**config.mk**
```make
export PLATFORM = sky130hd
export DESIGN_NAME = board_ram
export DESIGN_NICKNAME = d
export VERILOG_FILES = /design/src/rtl/board_pkg.sv /design/src/rtl/board_layout_gen.sv /design/src/rtl/board_ram.sv
export SDC_FILE = /design/constraint.sdc
export NUM_CORES = 2
export LEC_CHECK = 0
export BUFFER_PORTS_ARGS = -buffer_cell sky130_fd_sc_hd__buf_2
export CAP_MARGIN = 15
export CORE_MARGIN = 10
export CORE_UTILIZATION = 29
export DETAILED_ROUTE_END_ITERATION = 8
export PLACE_DENSITY_LB_ADDON = 0.3
export SLEW_MARGIN = 20
export SYNTH_ARGS = -nofsm -noshare
export SYNTH_HDL_FRONTEND = slang
export SYNTH_SLANG_ARGS = --single-unit
```
**constraint.sdc**
```tcl
create_clock -name clk -period 4.8 [get_ports clk]
set_input_delay 0.24 -clock clk [delete_from_list [all_inputs] [get_ports clk]]
set_output_delay 0.24 -clock clk [all_outputs]
set_load 0.02 [all_outputs]
```
**src/rtl/board_pkg.sv**
```systemverilog
`default_nettype none
// ------------------------------------------------------------------
// board_pkg : colour type, card palette and FSM states for board_ram
// Rev 1.0
// ------------------------------------------------------------------
package board_pkg;

  typedef logic [7:0] rgb332_t;

  localparam rgb332_t EMPTY = 8'h00;

  localparam int NPAL = 32;

  // Distinct non-zero colours; index 0 is {r=4, g=4, b=3}.
  localparam rgb332_t PALETTE [NPAL] = '{
    8'h93, 8'hE0, 8'h1C, 8'h03, 8'hFC, 8'hE3, 8'h1F, 8'hFF,
    8'h49, 8'h92, 8'h6D, 8'hB6, 8'hDB, 8'h24, 8'h48, 8'h6C,
    8'h90, 8'hB4, 8'hD8, 8'h0C, 8'h14, 8'h18, 8'h60, 8'hA0,
    8'hC0, 8'h01, 8'h02, 8'h80, 8'h20, 8'h04, 8'h08, 8'h10
  };

  typedef enum logic [1:0] {
    ST_INIT = 2'd0,
    ST_IDLE = 2'd1,
    ST_CHK  = 2'd2
  } state_e;

endpackage
`default_nettype wire

```
**src/rtl/board_layout_gen.sv**
```systemverilog
`default_nettype none
// ------------------------------------------------------------------
// board_layout_gen : seeded stride walk producing the layout writes
// Rev 1.0
// ------------------------------------------------------------------
module board_layout_gen
  import board_pkg::*;
#(
  parameter int NCELLS = 36,
  parameter int AW     = 6,
  parameter int STRIDE = 7
) (
  input  logic          clk,
  input  logic          rst,
  input  logic          load_i,
  input  logic [AW-1:0] seed_i,
  input  logic          step_i,
  output logic [AW-1:0] wr_addr_o,
  output logic [7:0]    wr_data_o,
  output logic          last_o
);

  localparam logic [AW:0]   C_NCELLS = (AW+1)'(NCELLS);
  localparam logic [AW:0]   C_STRIDE = (AW+1)'(STRIDE);
  localparam logic [AW-1:0] C_LAST   = AW'(NCELLS - 1);

  logic [AW-1:0] k_q, k_d;
  logic [AW-1:0] p_q, p_d;
  logic [AW:0]   w_sum;
  logic [4:0]    w_pidx;

  always_comb begin
    w_sum = {1'b0, p_q} + C_STRIDE;
    k_d   = k_q;
    p_d   = p_q;
    if (load_i) begin
      k_d = '0;
      p_d = AW'(int'(seed_i) % NCELLS);
    end else if (step_i) begin
      k_d = (k_q == C_LAST) ? '0 : k_q + AW'(1);
      // STRIDE < NCELLS, so a single conditional subtract keeps p in range
      p_d = (w_sum >= C_NCELLS) ? AW'(w_sum - C_NCELLS) : AW'(w_sum);
    end
  end

  always_ff @(posedge clk) begin
    if (rst) begin
      k_q <= '0;
      p_q <= '0;
    end else begin
      k_q <= k_d;
      p_q <= p_d;
    end
  end

  assign w_pidx    = 5'(p_q >> 1);
  assign wr_addr_o = k_q;
  assign wr_data_o = PALETTE[w_pidx];
  assign last_o    = (k_q == C_LAST);

endmodule
`default_nettype wire

```
**src/rtl/board_ram.sv**
```systemverilog
`default_nettype none
// ------------------------------------------------------------------
// board_ram : writable, self-initialising card-colour board memory
// Rev 1.0
// ------------------------------------------------------------------
module board_ram
  import board_pkg::*;
#(
  parameter int ROWS   = 6,
  parameter int COLS   = 6,
  parameter int NCELLS = ROWS * COLS,
  parameter int AW     = 6,
  parameter int STRIDE = 7,
  parameter int CNTW   = $clog2(NCELLS + 1)
) (
  input  logic            clk,
  input  logic            rst,
  input  logic            init_start,
  input  logic [AW-1:0]   init_seed,
  output logic            init_busy,
  input  logic [AW-1:0]   disp_addr,
  output logic [2:0]      disp_r,
  output logic [2:0]      disp_g,
  output logic [1:0]      disp_b,
  input  logic [AW-1:0]   alg_addr_a,
  input  logic [AW-1:0]   alg_addr_b,
  output logic [7:0]      alg_color_a,
  output logic [7:0]      alg_color_b,
  output logic            alg_match,
  input  logic            clr_valid,
  input  logic [AW-1:0]   clr_addr_a,
  input  logic [AW-1:0]   clr_addr_b,
  output logic            clr_ready,
  output logic            clr_done,
  output logic            clr_err,
  output logic [CNTW-1:0] remaining,
  output logic            board_empty
);

  localparam logic [CNTW-1:0] C_FULL = CNTW'(NCELLS);

  logic [7:0]      mem_q [NCELLS];
  state_e          state_q;
  logic            init_busy_q, clr_ready_q, done_q, err_q;
  logic [AW-1:0]   chk_a_q, chk_b_q;
  logic [CNTW-1:0] remaining_q;
  logic [7:0]      disp_q, alg_a_q, alg_b_q;
  logic            match_q;

  logic            w_gen_load, w_gen_step, w_gen_last;
  logic [AW-1:0]   w_wr_addr;
  logic [7:0]      w_wr_data;
  logic [7:0]      w_disp, w_ca, w_cb, w_ka, w_kb;
  logic            w_accept;

  function automatic logic in_range(input logic [AW-1:0] a);
    return int'(a) < NCELLS;
  endfunction

  // Out-of-range addresses read as an empty cell.
  function automatic logic [7:0] rd_cell(input logic [AW-1:0] a);
    return in_range(a) ? mem_q[a] : EMPTY;
  endfunction

  assign w_gen_load = (state_q == ST_IDLE) && init_start;
  assign w_gen_step = (state_q == ST_INIT);

  board_layout_gen #(
    .NCELLS (NCELLS),
    .AW     (AW),
    .STRIDE (STRIDE)
  ) u_layout (
    .clk       (clk),
    .rst       (rst),
    .load_i    (w_gen_load),
    .seed_i    (init_seed),
    .step_i    (w_gen_step),
    .wr_addr_o (w_wr_addr),
    .wr_data_o (w_wr_data),
    .last_o    (w_gen_last)
  );

  always_comb begin
    w_disp   = rd_cell(disp_addr);
    w_ca     = rd_cell(alg_addr_a);
    w_cb     = rd_cell(alg_addr_b);
    w_ka     = rd_cell(chk_a_q);
    w_kb     = rd_cell(chk_b_q);
    w_accept = (chk_a_q != chk_b_q) && in_range(chk_a_q) && in_range(chk_b_q) &&
               (w_ka != EMPTY) && (w_kb != EMPTY) && (w_ka == w_kb);
  end

  always_ff @(posedge clk) begin
    if (rst) begin
      for (int i = 0; i < NCELLS; i++) mem_q[i] <= EMPTY;
      state_q     <= ST_INIT;
      init_busy_q <= 1'b1;
      clr_ready_q <= 1'b0;
      done_q      <= 1'b0;
      err_q       <= 1'b0;
      chk_a_q     <= '0;
      chk_b_q     <= '0;
      remaining_q <= '0;
    end else begin
      done_q <= 1'b0;
      err_q  <= 1'b0;
      case (state_q)
        ST_INIT: begin
          mem_q[w_wr_addr] <= w_wr_data;
          if (w_gen_last) begin
            state_q     <= ST_IDLE;
            init_busy_q <= 1'b0;
            clr_ready_q <= 1'b1;
            remaining_q <= C_FULL;
          end
        end
        ST_IDLE: begin
          if (init_start) begin
            state_q     <= ST_INIT;
            init_busy_q <= 1'b1;
            clr_ready_q <= 1'b0;
          end else if (clr_valid) begin
            chk_a_q     <= clr_addr_a;
            chk_b_q     <= clr_addr_b;
            state_q     <= ST_CHK;
            clr_ready_q <= 1'b0;
          end
        end
        ST_CHK: begin
          if (w_accept) begin
            mem_q[chk_a_q] <= EMPTY;
            mem_q[chk_b_q] <= EMPTY;
            remaining_q    <= remaining_q - CNTW'(2);
            done_q         <= 1'b1;
          end else begin
            err_q <= 1'b1;
          end
          state_q     <= ST_IDLE;
          clr_ready_q <= 1'b1;
        end
        default: begin
          state_q     <= ST_IDLE;
          init_busy_q <= 1'b0;
          clr_ready_q <= 1'b1;
        end
      endcase
    end
  end

  always_ff @(posedge clk) begin
    if (rst) begin
      disp_q  <= EMPTY;
      alg_a_q <= EMPTY;
      alg_b_q <= EMPTY;
      match_q <= 1'b0;
    end else begin
      disp_q  <= w_disp;
      alg_a_q <= w_ca;
      alg_b_q <= w_cb;
      match_q <= (w_ca == w_cb) && (w_ca != EMPTY) && (alg_addr_a != alg_addr_b);
    end
  end

  assign init_busy   = init_busy_q;
  assign clr_ready   = clr_ready_q;
  assign clr_done    = done_q;
  assign clr_err     = err_q;
  assign remaining   = remaining_q;
  assign board_empty = (remaining_q == '0) && (state_q == ST_IDLE);
  assign disp_r      = disp_q[7:5];
  assign disp_g      = disp_q[4:2];
  assign disp_b      = disp_q[1:0];
  assign alg_color_a = alg_a_q;
  assign alg_color_b = alg_b_q;
  assign alg_match   = match_q;

endmodule
`default_nettype wire

```
### After elaboration in Yosys (flattened, before gate mapping)

Memory sizes are Yosys's and may differ from the RTL's. A register that Yosys moved wholly into a read port is not among the register bits.
Index checks and enable logic that the tools add are counted.

| storage, ports and cells | value |
|---|---|
| bits in registers | 53 |
| latch bits | 0 |
| RAM bits | 288 |
| bits in read-only memories | 256 |
| input port bits | 40 |
| output and inout bits | 36 |
| logic and storage cells | 115 |
| memories kept | 2 |

| operators by class | value |
|---|---|
| $add $sub $neg | 4 |
| multiply operators | 0 |
| divide/modulo/power cells | 1 |
| order comparisons | 7 |
| eq/ne operators | 11 |
| shift-type cells | 0 |
| muxes and demuxes | 47 |
| bitwise operators | 4 |
| reduce and logical (&&, ||, !) cells | 26 |

Memories:

| memory | words | width | read ports | clocked after memory_dff | write ports | line | source |
|---|---|---|---|---|---|---|---|
| mem_q | 36 | 8 | 5 | 3 | 36 | board_ram.sv:42 | `logic [7:0] mem_q [NCELLS];` |
| (name not given) | 32 | 8 | 1 | 0 | 0 | board_layout_gen.sv:58 | `assign wr_data_o = PALETTE[w_pidx];` |

Operators by type and width:

| cell | count |
|---|---|
| 6-bit two-way mux | 13 |
| 8-bit two-way mux | 9 |
| 7-bit by 7-bit remainder unit with 32-bit output (second input constant) | 1 |
| 6-bit less-than comparator (second input constant) | 5 |
| 8-bit nonzero test | 3 |
| 8-bit OR reduction | 3 |
| 1-bit two-way mux | 18 |
| 8-bit equality test | 2 |
| 6-bit inequality test | 2 |
| 6-bit one-hot mux with 2 select lines | 1 |
| 1-bit logical AND | 9 |
| 3-bit AND reduction | 3 |
| 6-bit by 3-bit adder with 7-bit output (second input constant) | 1 |
| 7-bit by 6-bit greater-or-equal comparator with 1-bit output (second input constant) | 1 |
| 6-bit by 1-bit adder with 6-bit output (second input constant) | 1 |
| 6-bit equality test (second input constant) | 1 |
| 6-bit greater-or-equal comparator (second input constant) | 1 |
| 6-bit zero test | 1 |
| 2-bit two-way mux | 3 |
| 2-bit inequality test (second input constant) | 3 |
| 5-bit NOT with 6-bit output | 1 |
| 2-bit OR reduction | 3 |
| 6-bit by 2-bit subtractor with 6-bit output (second input constant) | 1 |
| 6-bit subtractor (second input constant) | 1 |
| 10 further kinds | 13 |

### Depth between registers and ports, before layout

| logic depth | value |
|---|---|
| word-level depth | 12 |
| mapped depth | 18 |
| depth with buffers taken out | 16 |

### Modules after synthesis

From an unflattened synthesis, not the netlist that was laid out.

| unflattened totals | value |
|---|---|
| cell total of the unflattened synthesis | 3780 |
| area total of the unflattened synthesis | 40077.2 µm² |

Modules (own cells, without submodules):

| module | times used | cells each | area each (µm²) | sequential area each (µm²) |
|---|---|---|---|---|
| board_ram | 1 | 3599 | 38710.9 | 11431.0 |
| board_layout_gen | 1 | 181 | 1366.3 | 240.2 |

### Worst setup path after synthesis

No wires, ideal clock.

| path | value |
|---|---|
| path kind | register -> register |
| start point | reg with a tool-made name |
| end point | mem mem_q[27][0] |
| arrival time | 3.790 ns |
| required time | 4.658 ns |
| slack | 0.868 ns |
| stages on the path, launching flop included | 17 |
| buffers on the path | 5 |
| period minus slack after synthesis | 3.932 ns |
| cells stage by stage | dfxtp_1 -> buf_4 -> buf_6 -> buf_6 -> buf_4 -> mux4_2 -> mux2i_1 -> nor2_1 -> o21ai_0 -> nand2_1 -> nor4b_1 -> nor3_1 -> nor3b_1 -> nand2_1 -> buf_2 -> nor3_1 -> nor2_1 |

RTL lines:

| item | line |
|---|---|
| end, declared | board_ram.sv:42 |

==> impl_metrics.py <==
metrics = {
    "logic_synthesis": {
        "syn_area_per_cell_um2": 10.81,
        "syn_area_um2": 36790,
        "synth_flop_cell": "dfxtp_1",
        "synthTopCellsByArea": "mux4_2, dfxtp_1, a22oi_1, nand2_1, nor2_1",
        "syn-num-nets": 3459,
        "ys_types": 78,
        "yosys.area.top_type_share": 0.3293,
        "async_reset_ff_frac": 0,
        "yosys_warnings": 0,
        "yosysSeqAreaShare": 0.3172,
        "syn_inst": 3404,
        "ys_ff_latch": 583,
        "synth_top_area_cell": "mux4_2",
        "synth-edff-count": 0,
    },
    "clock_network": {
        "clk_pin_slew_ns": 0.06,
        "htree_levels": 3,
        "clk_path_buf_depth": 3,
        "cts_buffers": 70,
        "cts-root-buf": "clkbuf_16",
        "clk_latency_ns": 0.64,
        "cts.sinks": 583,
        "cts_tree": "yes",
    },
    "timing": {
        "relSlewSlack": 0.2471,
        "finClkSkew_ns": 0.03026,
        "finalSetupViolations": 54,
        "min_period_over_period": 1.017,
        "grt_setup_unrepaired": "yes",
        "drv_slew": 0,
        "worst_pin_slew_ns": 1.129,
        "finalCriticalPeriod_ns": 4.884,
        "finalHoldViolCount": 0,
        "fmax_mhz": 204.8,
        "setup_ws_ns": -0.08361,
    },
    "finish": {
        "final_cells": 5199,
        "nNetsFinal": 3544,
        "final_cell_mix": "dfxtp_1, mux4_2, nand2_1",
        "final_layout_size_suffix_gt1_frac": 0.2964,
        "finish.utilization": 0.3384,
        "layout_commonest_cell": "dfxtp_1",
        "n_fill_cell": 12700,
        "multi_input_area_um2": 23720,
        "regArea_um2": 11690,
        "fin_area_um2": 42610,
        "area_delta_synth_final_pct": 15.80,
    },
    "place": {
        "placed_cell_area_um2": 39970,
        "dp.cells": 5044,
        "io_buffers": 74,
        "dpl.hpwl_mm": 121.9,
        "place_congestion": 1.054,
    },
    "drt": {
        "dr.max_layer_used": "met5",
        "wl_met2_mm": 72.18,
        "dr.pass1.iters": 6,
        "ant_nets": 0,
        "remaining_drc_errors": 0,
        "vias": 32870,
        "met1Wirelength_mm": 63.58,
        "drtIter0Drc": 4947,
        "wl_mm": 168.0,
        "viasPerCell": 6.323,
        "wl_per_cell_um": 32.32,
        "dr_wl_met3_mm": 19.74,
    },
    "hold_path": {
        "min_path_type": "in2reg",
        "min_delay_path_depth": 4,
        "holdPathEnd": "u_layout.p_q[2]$_SDFFE_PP0P_",
        "worstHoldStart": "init_seed[2]",
    },
    "critical_path": {
        "r2r_end": "mem_q[11][7]$_SDFFE_PP0P_",
        "ff2ff_path_depth": 13,
        "reg2reg_slack_ns": -0.08,
        "cp-start-kind": "flop",
        "worstSetupPathType": "reg2reg",
        "worstPathMaxFanout": 23,
        "cp.arrival_ns": 5.46,
        "cp-end-kind": "flop",
        "required_ns": 5.38,
    },
    "run_status": {
        "violations": "negative setup slack",
        "outcome": "finished with violations",
    },
    "floorplanning": {
        "dieArea_um2": 141500,
        "start_util": 0.2922,
        "die_x_um": 376.2,
        "die_height_um": 376.2,
        "rows": 130,
        "core_area_um2": 125900,
        "io_pins": 76,
    },
    "job": {
        "drv_cap": 0,
    },
    "grt": {
        "grt_pass1_wl_mm": 239.0,
        "grt_use_total": 0.2299,
        "antenna_found_initial": 14,
        "grt_max_degree": 49,
        "grt_pass1_vias": 31240,
        "grt-ovfl-total": 0,
    },
    "power": {
        "p_sw_frac": 0.3213,
        "power_frac_seq": 0.381,
        "ir_drop_mv": 0.2420,
        "clkPwrFrac": 0.415,
        "cellLeakagePower_nw": 14.47,
        "powerDensity_nw_per_um2": 312.1,
        "power_mw": 13.30,
        "p_switching_mw": 4.272,
        "internal_power_mw": 9.024,
        "comb_power_share": 0.205,
    },
}
[power by group through the flow]
stage	logic, mW	registers (mW)	clock network, mW
after floorplan	1.41	5.08	0
after global placement	2.61	5.16	0
after detailed placement	2.60	5.16	0
after CTS	2.62	5.05	5.56
after global routing	2.78	5.07	5.75
final	2.72	5.06	5.51
[per-stage QoR]
| stage | TNS (ns) | setup slack (ns) | hold slack [ns] |
|---|---|---|---|
| floorplan | 0 | 0.8678 | 0.3901 |
| global placement | 0 | 0.1141 | 0.4475 |
| detailed placement | 0 | 0.04679 | 0.4585 |
| CTS | 0 | 0.003377 | 0.003991 |
| global route | -2.051 | -0.08243 | 0.05433 |
| finish | -2.055 | -0.08361 | 0.01450 |
[cell families after synthesis]
family	synth area share
simple gates	0.1171
compound gates	0.1461
mux	0.3657
flops	0.3172
buf+inv	0.04081
xor+xnor	0.007855
fa+ha+maj	0.005101
other cells	0.0001019
[final cells by class]
cell class | instances | share of cell area
antenna | 6 | 0.0003524
clock buffer | 100 | 0.04928
clock inverter | 26 | 0.006079
inverter | 31 | 0.002760
multi-input combinational | 2489 | 0.5568
sequential | 583 | 0.2745
tap | 1650 | 0.04845
timing repair buffer | 314 | 0.06184
[Yosys cell counts, types with 9 or more instances]
library cell / number
a21oi_1: 65
buf_6: 9
nor3_1: 64
nand3_1: 24
dfxtp_1: 583
or2_2: 23
a22o_1: 68
xor2_1: 10
or3_1: 10
clkbuf_2: 14
clkbuf_1: 179
nand2b_1: 21
a211oi_1: 11
nand2_1: 387
a221oi_1: 15
a311oi_1: 11
o22ai_1: 31
buf_4: 32
o21ai_0: 251
a41oi_1: 19
nand3b_1: 12
nor2_1: 336
or3b_2: 9
xnor2_1: 23
a31oi_1: 9
mux4_2: 538
inv_1: 27
mux2i_1: 109
buf_1: 36
buf_2: 30
a22oi_1: 229
mux2_2: 22
ha_1: 15
and2_1: 20
a32oi_1: 18
nor2b_1: 28
[how the worst max path moves through the flow]
stage                     start                         to  slack, ns  cells after the start
after floorplan            flop  mem_q[27][0]$_SDFFE_PP0P_       0.87                     16
after global placement     flop  mem_q[14][7]$_SDFFE_PP0P_       0.11                     13
after detailed placement   flop  mem_q[10][7]$_SDFFE_PP0P_       0.05                     13
after CTS                  flop  mem_q[10][7]$_SDFFE_PP0P_      0.003                     13
after global routing       flop   mem_q[8][7]$_SDFFE_PP0P_      -0.08                     13
final                      flop  mem_q[11][7]$_SDFFE_PP0P_      -0.08                     13
[registers in the layout (all words and copies together) (netlist names), named ones only]
signal,cells
clr_done,1
alg_color_a,8
alg_match,1
u_layout.p_q,6
remaining,5
u_layout.wr_addr_o,6
init_busy,1
chk_a_q,6
chk_b_q,6
clr_err,1
disp_q,8
mem_q,512
state_q,2
alg_color_b,8
[worst max-delay path, cell delays in order, from the launching register on]
cell and delay, ns:
dfxtp_4 0.71, buf_4 0.43, mux4_2 0.28, mux2i_1 0.18
a221oi_1 0.70, o31ai_2 0.28, and3_1 0.24, o2111a_1 0.27
o32ai_2 0.38, nor4_4 0.10, nand2_2 0.11, clkinv_2 0.22
a211oi_2 0.62, a22o_1 0.24
[per-layer routing]
metal  vias up  global-route usage
met5         -            0.001715
met4        10              0.1421
met3       532             0.07371
met2      2283              0.3401
met1     16520              0.2890
li1      13530                   -
[timing repair]
action,CTS,global route
endpoints found under the setup margin,0,427
gates resized for setup,0,4
buffers inserted,0,7
hold buffers,16,0
endpoints found under the hold margin,27,0
Power figures use the tool's default switching activity.
